==> src/rtl/ram_sdp_param_if.sv <==
// Bus bundle for ram_sdp_param: write port, read request/response, status flags
// and the controller state for observation.
interface ram_sdp_param_if #(
  parameter int DATA_W = 4,
  parameter int ADDR_W = 8
);
  logic              write_en;
  logic [ADDR_W-1:0] write_addr;
  logic [DATA_W-1:0] write_data;
  logic              read_en;
  logic [ADDR_W-1:0] read_addr;
  logic [DATA_W-1:0] read_data;
  logic              read_valid;
  logic              addr_err;
  logic              init_done;
  logic              state_dbg;

  // Handshake: requests are plain strobes sampled on every rising edge while
  // init_done is high; there is no back-pressure. read_valid is a single-cycle
  // qualifier for read_data, one result per accepted read_en, in request order.
  modport master (
    output write_en, write_addr, write_data, read_en, read_addr,
    input  read_data, read_valid, addr_err, init_done, state_dbg
  );

  modport slave (
    input  write_en, write_addr, write_data, read_en, read_addr,
    output read_data, read_valid, addr_err, init_done, state_dbg
  );
endinterface

==> src/rtl/ram_sdp_param.sv <==
// Simple dual-port synchronous RAM with post-reset clear, configurable
// read-during-write behaviour, optional output register and range checking.
module ram_sdp_param #(
  parameter int DATA_W   = 4,
  parameter int ADDR_W   = 8,
  parameter int DEPTH    = 128,
  parameter int RDW_MODE = 0,
  parameter int OUT_REG  = 0
) (
  input  logic              clk,
  input  logic              rst,
  ram_sdp_param_if.slave    bus
);
  localparam int IDX_W = (DEPTH > 1) ? $clog2(DEPTH) : 1;
  localparam logic [ADDR_W-1:0] LAST_ADDR = ADDR_W'(DEPTH - 1);

  typedef enum logic {
    S_CLEAR = 1'b0,
    S_READY = 1'b1
  } state_t;

  state_t            r_state;
  logic [ADDR_W-1:0] r_clr_cnt;
  logic              r_init_done;
  logic [DATA_W-1:0] r_mem [DEPTH];

  logic [DATA_W-1:0] r_rd_data1;
  logic              r_rd_valid1;
  logic [DATA_W-1:0] r_rd_data2;
  logic              r_rd_valid2;
  logic              r_addr_err;

  logic              w_ready;
  logic              w_wr_in;
  logic              w_rd_in;
  logic              w_wr_ok;
  logic              w_rd_ok;
  logic              w_collide;
  logic              w_mem_we;
  logic [IDX_W-1:0]  w_mem_waddr;
  logic [DATA_W-1:0] w_mem_wdata;
  logic [DATA_W-1:0] w_rd_word;

  // Range checks use the full address width so out-of-range never aliases.
  assign w_wr_in   = 32'(bus.write_addr) < DEPTH;
  assign w_rd_in   = 32'(bus.read_addr) < DEPTH;
  assign w_ready   = (r_state == S_READY) && !rst;
  assign w_wr_ok   = w_ready && bus.write_en && w_wr_in;
  assign w_rd_ok   = w_ready && bus.read_en;
  assign w_collide = w_wr_ok && bus.read_en && (bus.read_addr == bus.write_addr);

  // The clear sequence owns the single write port until it completes.
  always_comb begin
    w_mem_we    = 1'b0;
    w_mem_waddr = '0;
    w_mem_wdata = '0;
    if (!rst && (r_state == S_CLEAR)) begin
      w_mem_we    = 1'b1;
      w_mem_waddr = r_clr_cnt[IDX_W-1:0];
    end else if (w_wr_ok) begin
      w_mem_we    = 1'b1;
      w_mem_waddr = bus.write_addr[IDX_W-1:0];
      w_mem_wdata = bus.write_data;
    end
  end

  always_comb begin
    w_rd_word = '0;
    if (w_rd_in) begin
      if (w_collide && (RDW_MODE == 0)) begin
        w_rd_word = bus.write_data;
      end else begin
        w_rd_word = r_mem[bus.read_addr[IDX_W-1:0]];
      end
    end
  end

  always_ff @(posedge clk) begin
    if (w_mem_we) begin
      r_mem[w_mem_waddr] <= w_mem_wdata;
    end
  end

  always_ff @(posedge clk) begin
    if (rst) begin
      r_state     <= S_CLEAR;
      r_clr_cnt   <= '0;
      r_init_done <= 1'b0;
    end else begin
      case (r_state)
        S_CLEAR: begin
          r_clr_cnt <= r_clr_cnt + 1'b1;
          if (r_clr_cnt == LAST_ADDR) begin
            r_state     <= S_READY;
            r_init_done <= 1'b1;
            r_clr_cnt   <= '0;
          end
        end
        S_READY: begin
          r_state <= S_READY;
        end
        default: begin
          r_state <= S_CLEAR;
        end
      endcase
    end
  end

  // Stage 1 registers the array read; stage 2 is the optional output register.
  always_ff @(posedge clk) begin
    if (rst) begin
      r_rd_data1  <= '0;
      r_rd_valid1 <= 1'b0;
      r_rd_data2  <= '0;
      r_rd_valid2 <= 1'b0;
      r_addr_err  <= 1'b0;
    end else begin
      r_rd_valid1 <= w_rd_ok;
      if (w_rd_ok) begin
        r_rd_data1 <= w_rd_word;
      end
      r_addr_err  <= w_ready && ((bus.write_en && !w_wr_in) ||
                                 (bus.read_en && !w_rd_in));
      r_rd_valid2 <= r_rd_valid1;
      if (r_rd_valid1) begin
        r_rd_data2 <= r_rd_data1;
      end
    end
  end

  assign bus.read_data  = (OUT_REG != 0) ? r_rd_data2 : r_rd_data1;
  assign bus.read_valid = (OUT_REG != 0) ? r_rd_valid2 : r_rd_valid1;
  assign bus.addr_err   = r_addr_err;
  assign bus.init_done  = r_init_done;
  assign bus.state_dbg  = r_state;
endmodule
==> src/flat_wrapper.sv <==
// flat-port wrapper written by rule: the top's interface ports become plain ports
module ram_sdp_param_flat 
#(
  parameter int DATA_W   = 4,
  parameter int ADDR_W   = 8,
  parameter int DEPTH    = 128,
  parameter int RDW_MODE = 0,
  parameter int OUT_REG  = 0
)
  (clk, rst, bus_write_en, bus_write_addr, bus_write_data, bus_read_en, bus_read_addr, bus_read_data, bus_read_valid, bus_addr_err, bus_init_done, bus_state_dbg);
  ram_sdp_param_if #(.DATA_W(DATA_W), .ADDR_W(ADDR_W)) bus_i ();
  input  logic clk;
  input  logic rst;
  input wire logic [$bits(bus_i.write_en)-1:0] bus_write_en;
  input wire logic [$bits(bus_i.write_addr)-1:0] bus_write_addr;
  input wire logic [$bits(bus_i.write_data)-1:0] bus_write_data;
  input wire logic [$bits(bus_i.read_en)-1:0] bus_read_en;
  input wire logic [$bits(bus_i.read_addr)-1:0] bus_read_addr;
  output wire logic [$bits(bus_i.read_data)-1:0] bus_read_data;
  output wire logic [$bits(bus_i.read_valid)-1:0] bus_read_valid;
  output wire logic [$bits(bus_i.addr_err)-1:0] bus_addr_err;
  output wire logic [$bits(bus_i.init_done)-1:0] bus_init_done;
  output wire logic [$bits(bus_i.state_dbg)-1:0] bus_state_dbg;
  assign bus_i.write_en = bus_write_en;
  assign bus_i.write_addr = bus_write_addr;
  assign bus_i.write_data = bus_write_data;
  assign bus_i.read_en = bus_read_en;
  assign bus_i.read_addr = bus_read_addr;
  assign bus_read_data = bus_i.read_data;
  assign bus_read_valid = bus_i.read_valid;
  assign bus_addr_err = bus_i.addr_err;
  assign bus_init_done = bus_i.init_done;
  assign bus_state_dbg = bus_i.state_dbg;
  ram_sdp_param #(.DATA_W(DATA_W), .ADDR_W(ADDR_W), .DEPTH(DEPTH), .RDW_MODE(RDW_MODE), .OUT_REG(OUT_REG)) u_core (.clk(clk), .rst(rst), .bus(bus_i));
endmodule
==> config.mk <==
export PLATFORM = sky130hd
export DESIGN_NAME = ram_sdp_param_flat
export DESIGN_NICKNAME = d
export VERILOG_FILES = /design/src/rtl/ram_sdp_param_if.sv /design/src/rtl/ram_sdp_param.sv /design/src/flat_wrapper.sv
export SDC_FILE = /design/constraint.sdc
export NUM_CORES = 1
export LEC_CHECK = 0
export CELL_PAD_IN_SITES_DETAIL_PLACEMENT = 0
export CELL_PAD_IN_SITES_GLOBAL_PLACEMENT = 1
export CORE_MARGIN = 2
export CORE_UTILIZATION = 59
export CTS_BUF_LIST = sky130_fd_sc_hd__clkbuf_8 sky130_fd_sc_hd__clkbuf_16
export DETAILED_ROUTE_END_ITERATION = 10
export PLACE_DENSITY_LB_ADDON = 0.3
export SYNTH_ARGS = -nofsm -noshare
export SYNTH_HDL_FRONTEND = slang
export SYNTH_SLANG_ARGS = --single-unit
==> constraint.sdc <==
create_clock -name clk -period 7.1 [get_ports clk]
set_input_delay 2.13 -clock clk [delete_from_list [all_inputs] [get_ports clk]]
set_output_delay 2.13 -clock clk [all_outputs]
set_load 0.005 [all_outputs]
==> qor.yml <==
status:
  status: "completed"
clock_network:
  clk_pin_slew_ps: 60
  cts.htree.levels: 2
  cts_resized: 0
  postCtsSetupBuffers: 0
  cts_buffer_depth: 3
  insertion_delay_ps: 570
  cts_tree: "done"
  root_buffer: "clkbuf_16"
  hold_buffers: 0
  cts_buffers: 51
  cts_sinks: 528
global_route:
  grt_max_degree: 95
  antenna_found_initial: 0
  grt_first_pass_wirelength_mm: 72.6
  overflow: 0
  grt_pass1_vias: 11400
  grt_use_total: 0.262
power:
  vdd_ir_drop_max_mv: 0.214
  p_per_area_nw_per_um2: 255
  pwr-share-comb: 0.037
  p_clk_frac: 0.407
  power_frac_seq: 0.556
  p_sw_uw: 1230
  p_sw_frac: 0.204
  cellLeakagePower_uw: 0.00867
  total_power_uw: 6060
  p_int_uw: 4830
floorplan:
  core-area_um2: 35700
  dieArea_um2: 38000
  rows: 69
  die_x_um: 195
  ioPinCount: 32
  initial_utilization: 0.601
  die_y_um: 195
drt:
  antenna_left: 0
  viasPerCell: 6.55
  vias: 11200
  wl_mm: 48.8
  drc: 0
  wl_per_cell_um: 28.5
  drt_iter0_drc: 1107
  first_pass_iters: 5
layout:
  final_layout_size_suffix_gt1_frac: 0.188
  layout_common_cells: "512 x edfxtp_1, 155 x nor2_1, 118 x mux4_2, 59 x mux2i_1, 51 x clkbuf_16"
  num_antenna_cells: 0
  multi_input_area_um2: 5390
  syn2layout_area_growth_pct: 10.5
  layout_commonest_cell: "edfxtp_1"
  nFillCells: 2404
  seqCellArea_um2: 15700
  nNetsFinal: 1240
timing:
  setup_viol: 0
  hold_viol: 0
  skew_ps: 14.6
  fmax_mhz: 194
  period_share: 0.725
  drv_slew: 0
  finalCriticalPeriod_ps: 5140
  tns_ps: 0
  max_slew_margin: 0.250
  worstMarginPinSlew_ps: 1120
  rsz0062_at_grt: "no"
critical_path:
  r2r_slack_ps: 3530
  crit_type: "input port to register"
  path_max_fanout: 21
  worst_setup_path_end_kind: "register"
  startpoint: "rst"
  reg2reg_to: "u_core.r_mem[64][1]"
  crit_arrival_ps: 5370
  r2r.worst_path.cells: 6
  rr_startpoint: "u_core.bus.state_dbg"
  cp.required_ps: 7320
  endpoint: "u_core.r_mem[77][1]"
  worst_setup_path_start_kind: "input port"
synth:
  synth_area_per_cell_um2: 18.4
  synth_seq_cells: 528
  synth_cell_types: 58
  synth-edff-count: 512
  synth_fp_nets: 1191
  syn_area_um2: 21500
  synth_top_flop_cell: "edfxtp_1"
  synth_cells: 1166
  ys_seq_area_frac: 0.731
  async_reset_ff_frac: 0
  yosys_warnings: 0
worst_hold_path:
  hold_class: "register to register"
place:
  io_buffers: 31
  hpwl_mm: 29.6
  place.gp.congestion: 0.842
flow_run:
  drv_cap: 0
==> logic make-up (layout without fill, tap and decap cells) <==
logic type,after synthesis,in the layout,synth area share
flops,528,528,0.731
compound gates,93,93,0.0307
simple gates,275,275,0.0576
fa+ha+maj,1,1,0.000582
xor+xnor,14,14,0.00571
mux,186,186,0.156
buf+inv,69,155,0.0190
==> worst min path at each step <==
stage | depth (start not counted) | end | start
2_1_floorplan | 2 | u_core.bus.init_done | u_core.bus.init_done
3_3_place_gp | 2 | u_core.bus.init_done | u_core.bus.init_done
3_5_place_dp | 2 | u_core.bus.init_done | u_core.bus.init_done
4_1_cts | 2 | u_core.bus.init_done | u_core.bus.init_done
5_1_grt | 2 | u_core.bus.init_done | u_core.bus.init_done
6_report | 2 | u_core.bus.init_done | u_core.bus.init_done
==> per-stage QoR <==
stage	area [um^2]	util	std cells	setup slack, ps	hold WS (ps)
3_5_place_dp	22200	0.622	1623	1400	470
5_1_grt	23700	0.664	1713	1800	514
3_3_place_gp	22200	0.622	1623	1490	462
4_1_cts	23700	0.664	1713	2010	484
6_report	23700	0.664	1713	1960	474
2_1_floorplan	21500	-	1166	2200	460
==> area by class of cell <==
class	instances	area share
clock buffer	55	0.0561
multi-input combinational	569	0.227
sequential	528	0.661
timing repair buffer	58	0.0230
tap	461	0.0243
inverter	7	0.00111
clock inverter	35	0.00753
==> worst max-delay path: stages <==
cell	delay (ps)
clkdlybuf4s50_1	810
and4bb_2	630
nand2_1	80
o22ai_1	800
nand2_1	470
nor2_1	430
==> power by group through the flow <==
stage	combinational [uW]	clock, uW	sequential [uW]
global route	234	2590	3370
finish	222	2470	3370
detailed placement	222	0	3440
CTS	222	2490	3370
floorplan	150	0	3440
global placement	222	0	3440
==> synthesized netlist by cell type (all sizes together), types with 2 or more instances <==
cell | count | area share
a2111oi | 3 | 0.0015
a211o | 3 | 0.0012
a211oi | 10 | 0.0035
a21o | 3 | 0.0010
a21oi | 22 | 0.0053
a221oi | 2 | 0.00082
a22oi | 13 | 0.0045
a2bb2oi | 3 | 0.0012
a31oi | 7 | 0.0020
a32oi | 4 | 0.0016
and2 | 9 | 0.0026
buf | 46 | 0.015
clkbuf | 16 | 0.0028
dfxtp | 16 | 0.015
edfxtp | 512 | 0.72
inv | 7 | 0.0012
mux2 | 9 | 0.0047
mux2i | 59 | 0.027
mux4 | 118 | 0.12
nand2 | 49 | 0.0086
nand2b | 3 | 0.00087
nand3 | 16 | 0.0037
nand3b | 10 | 0.0035
nand4 | 3 | 0.00087
nor2 | 155 | 0.027
nor2b | 11 | 0.0033
nor3 | 6 | 0.0014
nor3b | 2 | 0.00070
nor4 | 3 | 0.0016
o211ai | 4 | 0.0014
o21ai | 7 | 0.0016
o221ai | 2 | 0.00082
o311ai | 3 | 0.0012
o31ai | 2 | 0.00070
or3b | 2 | 0.00082
xnor2 | 8 | 0.0033
xor2 | 6 | 0.0024
==> layer usage <==
| metal | part of all wire | routed length (um) | vias up | GRT usage |
|---|---|---|---|---|
| li1 | - | - | 4786 | - |
| met4 | 0.029 | 1390 | 0 | 0.0831 |
| met3 | 0.084 | 4110 | 93 | 0.0462 |
| met1 | 0.39 | 19100 | 5793 | 0.366 |
| met5 | 0 | 0 | - | 0 |
| met2 | 0.50 | 24200 | 549 | 0.429 |
==> state kept, by name, indices dropped and copies added (netlist names) <==
signal	cells
u_core.r_mem	512
u_core.bus.addr_err	1
u_core.bus.read_data	4
u_core.bus.read_valid	1
u_core.r_clr_cnt	8
u_core.bus.init_done	1
u_core.bus.state_dbg	1
Note: power is estimated with default switching activity, not from simulation.
